==> src/rtl/cs161_ctrl_pkg.sv <==
// Shared constants and control bundle for the cs161 multicycle controller.
// Holds state/opcode encodings, mux select codes and the final-state helper.
package cs161_ctrl_pkg;

   localparam int STATE_W = 4;

   localparam logic [3:0] S_FETCH     = 4'd0;
   localparam logic [3:0] S_DECODE    = 4'd1;
   localparam logic [3:0] S_MEM_ADDR  = 4'd2;
   localparam logic [3:0] S_MEM_RD    = 4'd3;
   localparam logic [3:0] S_MEM_WB    = 4'd4;
   localparam logic [3:0] S_MEM_WR    = 4'd5;
   localparam logic [3:0] S_R_EXEC    = 4'd6;
   localparam logic [3:0] S_R_WB      = 4'd7;
   localparam logic [3:0] S_BRANCH    = 4'd8;
   localparam logic [3:0] S_JUMP      = 4'd9;
   localparam logic [3:0] S_ADDI_EXEC = 4'd10;
   localparam logic [3:0] S_ADDI_WB   = 4'd11;
   localparam logic [3:0] S_HALT      = 4'd12;

   localparam logic [5:0] OP_RTYPE = 6'h00;
   localparam logic [5:0] OP_LW    = 6'h23;
   localparam logic [5:0] OP_SW    = 6'h2B;
   localparam logic [5:0] OP_BEQ   = 6'h04;
   localparam logic [5:0] OP_J     = 6'h02;
   localparam logic [5:0] OP_ADDI  = 6'h08;

   localparam logic [1:0] ALU_ADD   = 2'b00;
   localparam logic [1:0] ALU_SUB   = 2'b01;
   localparam logic [1:0] ALU_FUNCT = 2'b10;

   localparam logic [1:0] SRCB_REG    = 2'b00;
   localparam logic [1:0] SRCB_FOUR   = 2'b01;
   localparam logic [1:0] SRCB_IMM    = 2'b10;
   localparam logic [1:0] SRCB_IMM_SH = 2'b11;

   localparam logic [1:0] PCSRC_ALU    = 2'b00;
   localparam logic [1:0] PCSRC_ALUOUT = 2'b01;
   localparam logic [1:0] PCSRC_JUMP   = 2'b10;

   typedef struct packed {
      logic       pc_write;
      logic       pc_write_cond;
      logic       i_or_d;
      logic       mem_read;
      logic       mem_write;
      logic       ir_write;
      logic       mem_to_reg;
      logic       reg_dst;
      logic       reg_write;
      logic       alu_src_a;
      logic [1:0] alu_src_b;
      logic [1:0] alu_op;
      logic [1:0] pc_source;
   } ctrl_t;

   // True when the edge leaving this state completes an instruction.
   // A store only completes once memory accepts it.
   function automatic logic is_final(
      input logic [STATE_W-1:0] state,
      input logic               mem_ready
   );
      logic fin;
      fin = 1'b0;
      case (state)
         S_MEM_WB,
         S_R_WB,
         S_BRANCH,
         S_JUMP,
         S_ADDI_WB: fin = 1'b1;
         S_MEM_WR:  fin = mem_ready;
         default:   fin = 1'b0;
      endcase
      return fin;
   endfunction

endpackage

==> src/rtl/cs161_ctrl_outputs.sv <==
// Combinational state -> control vector decode for the multicycle controller.
// Ports: rst (active-low, gates strobes), state, mem_ready -> ctrl bundle.
module cs161_ctrl_outputs
   import cs161_ctrl_pkg::*;
(
   input  logic               rst,
   input  logic [STATE_W-1:0] state,
   input  logic               mem_ready,
   output ctrl_t              ctrl
);

   always_comb begin
      ctrl = '0;
      case (state)
         S_FETCH: begin
            ctrl.mem_read  = 1'b1;
            ctrl.alu_src_b = SRCB_FOUR;
            // IR and PC load only on the cycle the fetch completes.
            ctrl.ir_write  = mem_ready;
            ctrl.pc_write  = mem_ready;
         end
         S_DECODE: begin
            ctrl.alu_src_b = SRCB_IMM_SH;
         end
         S_MEM_ADDR: begin
            ctrl.alu_src_a = 1'b1;
            ctrl.alu_src_b = SRCB_IMM;
         end
         S_MEM_RD: begin
            ctrl.mem_read = 1'b1;
            ctrl.i_or_d   = 1'b1;
         end
         S_MEM_WB: begin
            ctrl.reg_write  = 1'b1;
            ctrl.mem_to_reg = 1'b1;
         end
         S_MEM_WR: begin
            ctrl.mem_write = 1'b1;
            ctrl.i_or_d    = 1'b1;
         end
         S_R_EXEC: begin
            ctrl.alu_src_a = 1'b1;
            ctrl.alu_src_b = SRCB_REG;
            ctrl.alu_op    = ALU_FUNCT;
         end
         S_R_WB: begin
            ctrl.reg_write = 1'b1;
            ctrl.reg_dst   = 1'b1;
         end
         S_BRANCH: begin
            ctrl.alu_src_a     = 1'b1;
            ctrl.alu_op        = ALU_SUB;
            ctrl.pc_write_cond = 1'b1;
            ctrl.pc_source     = PCSRC_ALUOUT;
         end
         S_JUMP: begin
            ctrl.pc_write  = 1'b1;
            ctrl.pc_source = PCSRC_JUMP;
         end
         S_ADDI_EXEC: begin
            ctrl.alu_src_a = 1'b1;
            ctrl.alu_src_b = SRCB_IMM;
         end
         S_ADDI_WB: begin
            ctrl.reg_write = 1'b1;
         end
         default: ;
      endcase

      // Reset kills any in-flight access immediately.
      if (!rst) begin
         ctrl.pc_write      = 1'b0;
         ctrl.pc_write_cond = 1'b0;
         ctrl.mem_read      = 1'b0;
         ctrl.mem_write     = 1'b0;
         ctrl.ir_write      = 1'b0;
         ctrl.reg_write     = 1'b0;
      end
   end

endmodule

==> src/rtl/cs161_multicycle_control.sv <==
// Multicycle MIPS control FSM: state register, next-state, retire counter, halt flag.
// Ports: clk, rst (sync active-low), instr_op, zero, mem_ready -> datapath controls.
module cs161_multicycle_control
   import cs161_ctrl_pkg::*;
#(
   parameter int CNT_WIDTH = 32
) (
   input  logic                 clk,
   input  logic                 rst,
   input  logic [5:0]           instr_op,
   input  logic                 zero,
   input  logic                 mem_ready,
   output logic                 pc_write,
   output logic                 pc_write_cond,
   output logic                 pc_en,
   output logic                 i_or_d,
   output logic                 mem_read,
   output logic                 mem_write,
   output logic                 ir_write,
   output logic                 mem_to_reg,
   output logic                 reg_dst,
   output logic                 reg_write,
   output logic                 alu_src_a,
   output logic [1:0]           alu_src_b,
   output logic [1:0]           alu_op,
   output logic [1:0]           pc_source,
   output logic [3:0]           state_dbg,
   output logic                 illegal_op,
   output logic [CNT_WIDTH-1:0] instr_retired
);

   logic [STATE_W-1:0] state;
   logic [STATE_W-1:0] state_next;
   ctrl_t              ctrl;

   always_comb begin
      state_next = state;
      case (state)
         S_FETCH:
            if (mem_ready) state_next = S_DECODE;
         S_DECODE: begin
            case (instr_op)
               OP_RTYPE: state_next = S_R_EXEC;
               OP_LW,
               OP_SW:    state_next = S_MEM_ADDR;
               OP_BEQ:   state_next = S_BRANCH;
               OP_J:     state_next = S_JUMP;
               OP_ADDI:  state_next = S_ADDI_EXEC;
               default:  state_next = S_HALT;
            endcase
         end
         S_MEM_ADDR:
            state_next = (instr_op == OP_LW) ? S_MEM_RD : S_MEM_WR;
         S_MEM_RD:
            if (mem_ready) state_next = S_MEM_WB;
         S_MEM_WR:
            if (mem_ready) state_next = S_FETCH;
         S_R_EXEC:    state_next = S_R_WB;
         S_ADDI_EXEC: state_next = S_ADDI_WB;
         S_MEM_WB,
         S_R_WB,
         S_BRANCH,
         S_JUMP,
         S_ADDI_WB:   state_next = S_FETCH;
         S_HALT:      state_next = S_HALT;
         default:     state_next = S_HALT;
      endcase
   end

   always_ff @(posedge clk) begin
      if (!rst) begin
         state         <= S_FETCH;
         instr_retired <= '0;
         illegal_op    <= 1'b0;
      end else begin
         state <= state_next;
         if (is_final(state, mem_ready))
            instr_retired <= instr_retired + CNT_WIDTH'(1);
         // Raised together with entry to HALT; HALT never exits.
         if (state_next == S_HALT)
            illegal_op <= 1'b1;
      end
   end

   cs161_ctrl_outputs u_outputs (
      .rst       (rst),
      .state     (state),
      .mem_ready (mem_ready),
      .ctrl      (ctrl)
   );

   assign pc_write      = ctrl.pc_write;
   assign pc_write_cond = ctrl.pc_write_cond;
   assign pc_en         = ctrl.pc_write | (ctrl.pc_write_cond & zero);
   assign i_or_d        = ctrl.i_or_d;
   assign mem_read      = ctrl.mem_read;
   assign mem_write     = ctrl.mem_write;
   assign ir_write      = ctrl.ir_write;
   assign mem_to_reg    = ctrl.mem_to_reg;
   assign reg_dst       = ctrl.reg_dst;
   assign reg_write     = ctrl.reg_write;
   assign alu_src_a     = ctrl.alu_src_a;
   assign alu_src_b     = ctrl.alu_src_b;
   assign alu_op        = ctrl.alu_op;
   assign pc_source     = ctrl.pc_source;
   assign state_dbg     = state;

endmodule
==> config.mk <==
export PLATFORM = sky130hd
export DESIGN_NAME = cs161_multicycle_control
export DESIGN_NICKNAME = d
export VERILOG_FILES = /design/src/rtl/cs161_ctrl_pkg.sv /design/src/rtl/cs161_ctrl_outputs.sv /design/src/rtl/cs161_multicycle_control.sv
export SDC_FILE = /design/constraint.sdc
export NUM_CORES = 1
export LEC_CHECK = 0
export CAP_MARGIN = 20
export CORE_ASPECT_RATIO = 0.7
export CORE_UTILIZATION = 40
export DETAILED_ROUTE_END_ITERATION = 12
export MAX_ROUTING_LAYER = met4
export PLACE_DENSITY = 0.82
export SKIP_LAST_GASP = 1
export SYNTH_ARGS = -nofsm -noshare
export SYNTH_HDL_FRONTEND = slang
export SYNTH_SLANG_ARGS = --single-unit
==> constraint.sdc <==
create_clock -name clk -period 2.75 [get_ports clk]
set_input_delay 0.55 -clock clk [delete_from_list [all_inputs] [get_ports clk]]
set_output_delay 0.55 -clock clk [all_outputs]
set_load 0.005 [all_outputs]
==> results_dict.tcl <==
set metrics [dict create \
    status "finished clean" \
    endpoint_kind "output port" \
    async_flop_share_pct 0 \
    critPathKind "input port to output port" \
    firstDrtPassIters 4 \
    busiest_layer "met1" \
    synth-compound-area-share_pct 16.37 \
    synth_mux_area_share_pct 1.450 \
    post-layout-total-power_w 0.001092 \
    syn_inst 275 \
    holdWs_ns 0.5055 \
    cts.sinks 37 \
    drt_iter0_markers 179 \
    synth_top_family_by_area "simple AND/OR/NAND/NOR gates" \
    syn2layout_area_growth_pct 40.54 \
    yosysTopAreaCellShare_pct 35.77 \
    netlist_area_sq_um 2071 \
    route.detailed.drc 0 \
    synth-edff-count 0 \
    max_clock_freq_mhz 380.2 \
    p_leak_nw 0.9918 \
    synth_ff_type "dfxtp_1" \
    dp_hpwl_microns 4209 \
    htreeDepth 2 \
    antennaDiodeCount 0 \
    nNetsFinal 353 \
    final_layout_size_suffix_gt1_share_pct 7.018 \
    synth_fa_ha_area_share_pct 0.6042 \
    post-synth-top-count-cell "dfxtp_1" \
    synth_cell_types 41 \
    cp.arrival_ns 2.08 \
    drt-wirelength-per-cell_microns 13.85 \
    ys_seq_area_share_pct 35.77 \
    fillers 445 \
    maxCapViolCount 0 \
    die_h_microns 62.20 \
    place_area_sq_um 2810 \
    path_clk_slew_ns 0.07 \
    crit_fanout 4 \
    yosys.area.top_type "dfxtp_1" \
    worst_setup_path_start_kind "input port" \
    viasPerCell 5.526 \
    grt_pass1_wl_microns 9384 \
    cts-root-buf "clkbuf_8" \
    grt_pass1_vias 2025 \
    hold_violations 0 \
    grt_use_met2_pct 30.33 \
    finalSetupViolCount 0 \
    ys_ff_latch 37 \
    relSlewSlack_pct 65.03 \
    final_core_util_pct 59.55 \
    hold_class "register to register" \
    cp.required_ns 2.20 \
    die_x_microns 88.00 \
    port_buffers 63 \
    synth_top_cells_by_count "dfxtp_1 (37), nor2_1 (31), a21oi_1 (23)" \
    syn_nets 286 \
    insertion_delay_ns 0.29 \
    clockBufferDepth 2 \
    grt_use_met1_pct 32.34 \
    grt-ovfl-total 0 \
    tritoncts "done" \
    grt_util_met3_pct 5.053 \
    synth.avg_cell_area_sq_um 7.530 \
    track_usage_pct 22.58 \
    synth-simple-area-share_pct 36.74 \
    power_density_nw_per_um2 375.2 \
    period_share_pct 95.65 \
    dieArea_sq_um 5473 \
    synth-xor-area-share_pct 5.076 \
    clock_skew_ns 0.005100 \
    antenna_left 0 \
    worst_slew_pin_slew_ns 0.5239 \
    num_vias 2271 \
    cts_buffers 5 \
    grt_max_degree 31 \
    routed_wl_microns 5693 \
    fin_crit_ns 2.630 \
    ir_drop_v 0.0001707 \
    synth-warning-count 0 \
    cts_setup_buffers 0 \
    ios 64 \
    rows 21 \
    rsz0062_at_grt "yes" \
    finalSetupTns_ns 0 \
    slew_viol_final 0 \
    design_area_sq_um 2910 \
    finalWeightedCongestion 0.8952 \
    initial_core_util_pct 42.37 \
    antenna_found_initial 0 \
    synthTopCellsByArea "dfxtp_1 (36%), nor2_1 (5.6%), a21oi_1 (5.6%)" \
    coreArea_sq_um 4887 \
]
## where the power goes
part | switching (W) | total (W) | internal, W
Combinational | 0.0000711 | 0.000149 | 0.0000780
Sequential | 0.0000151 | 0.000557 | 0.000542
Clock | 0.000187 | 0.000386 | 0.000199
## path summary, 6_finish.rpt
check,start,end,slack (ns),depth (start not counted)
setup / recovery,rst,mem_read,0.12,5
hold / removal,instr_retired[27],instr_retired[27],0.51,2
setup reg to reg,state_dbg[3],instr_retired[16],0.51,5
hold reg to reg,instr_retired[27],instr_retired[27],0.51,2
## metal layers
layer / routed length (microns) / part of all wire, %
met5: 0 / 0
met4: 97 / 1.7
met3: 381 / 6.7
met2: 2356 / 41
met1: 2856 / 50
## flip-flops by register name (all words and copies together) (netlist names)
name,count
instr_retired,32
illegal_op,1
state_dbg,4
## final cells by class
class                   instances  area [sq um]  area share (%)
clock buffers                   7         86.33           2.966
inverters                       6         22.52          0.7739
multi-input cells             218          1260           43.29
flip-flops and latches         37         742.0           25.49
well taps                      69         86.33           2.966
repair buffers                 74         713.2           24.51
## worst max-delay path, stage by stage
cell and delay (ns):
clkdlybuf4s50_1 0.50, inv_2 0.07, buf_4 0.15, nor4_1 0.27, clkdlybuf4s50_1 0.55
## timing repair
item	CTS	global route
hold buffers	0	0
setup endpoints to repair	0	5
resized for setup	0	4
## cell families (layout without fill, tap and decap cells)
group / after synthesis / after routing
simple gates: 143 / 143
compound gates: 59 / 59
flops: 37 / 37
buf+inv: 20 / 87
xor+xnor: 12 / 12
mux: 3 / 3
fa+ha+maj: 1 / 1
## cells in the final DEF, fill, tap and decap left out, types with 2 or more instances in the layout
cell	instances
nor4_2	2
xor2_1	10
o21ai_0	20
o21a_1	2
or4_1	4
nor3_1	7
clkdlybuf4s50_1	63
nand2_1	22
dfxtp_1	36
inv_1	5
nand4_1	12
nor3b_1	2
nor4_1	3
and2_1	8
nor2_1	31
o31ai_1	4
xnor2_1	2
a21oi_1	23
nand2b_1	9
and3_1	8
buf_4	11
nor2b_1	2
mux2i_1	3
and4_1	3
or3_1	12
o22ai_1	2
nand3_1	13
clkbuf_8	6
## metrics by stage
step	worst slack, ns	cells
2_1_floorplan	0.9149	275
3_3_place_gp	0.05270	404
3_5_place_dp	0.03116	404
4_1_cts	0.01564	411
5_1_grt	-0.03262	411
6_report	0.1196	411
Power figures use the tool's default switching activity.
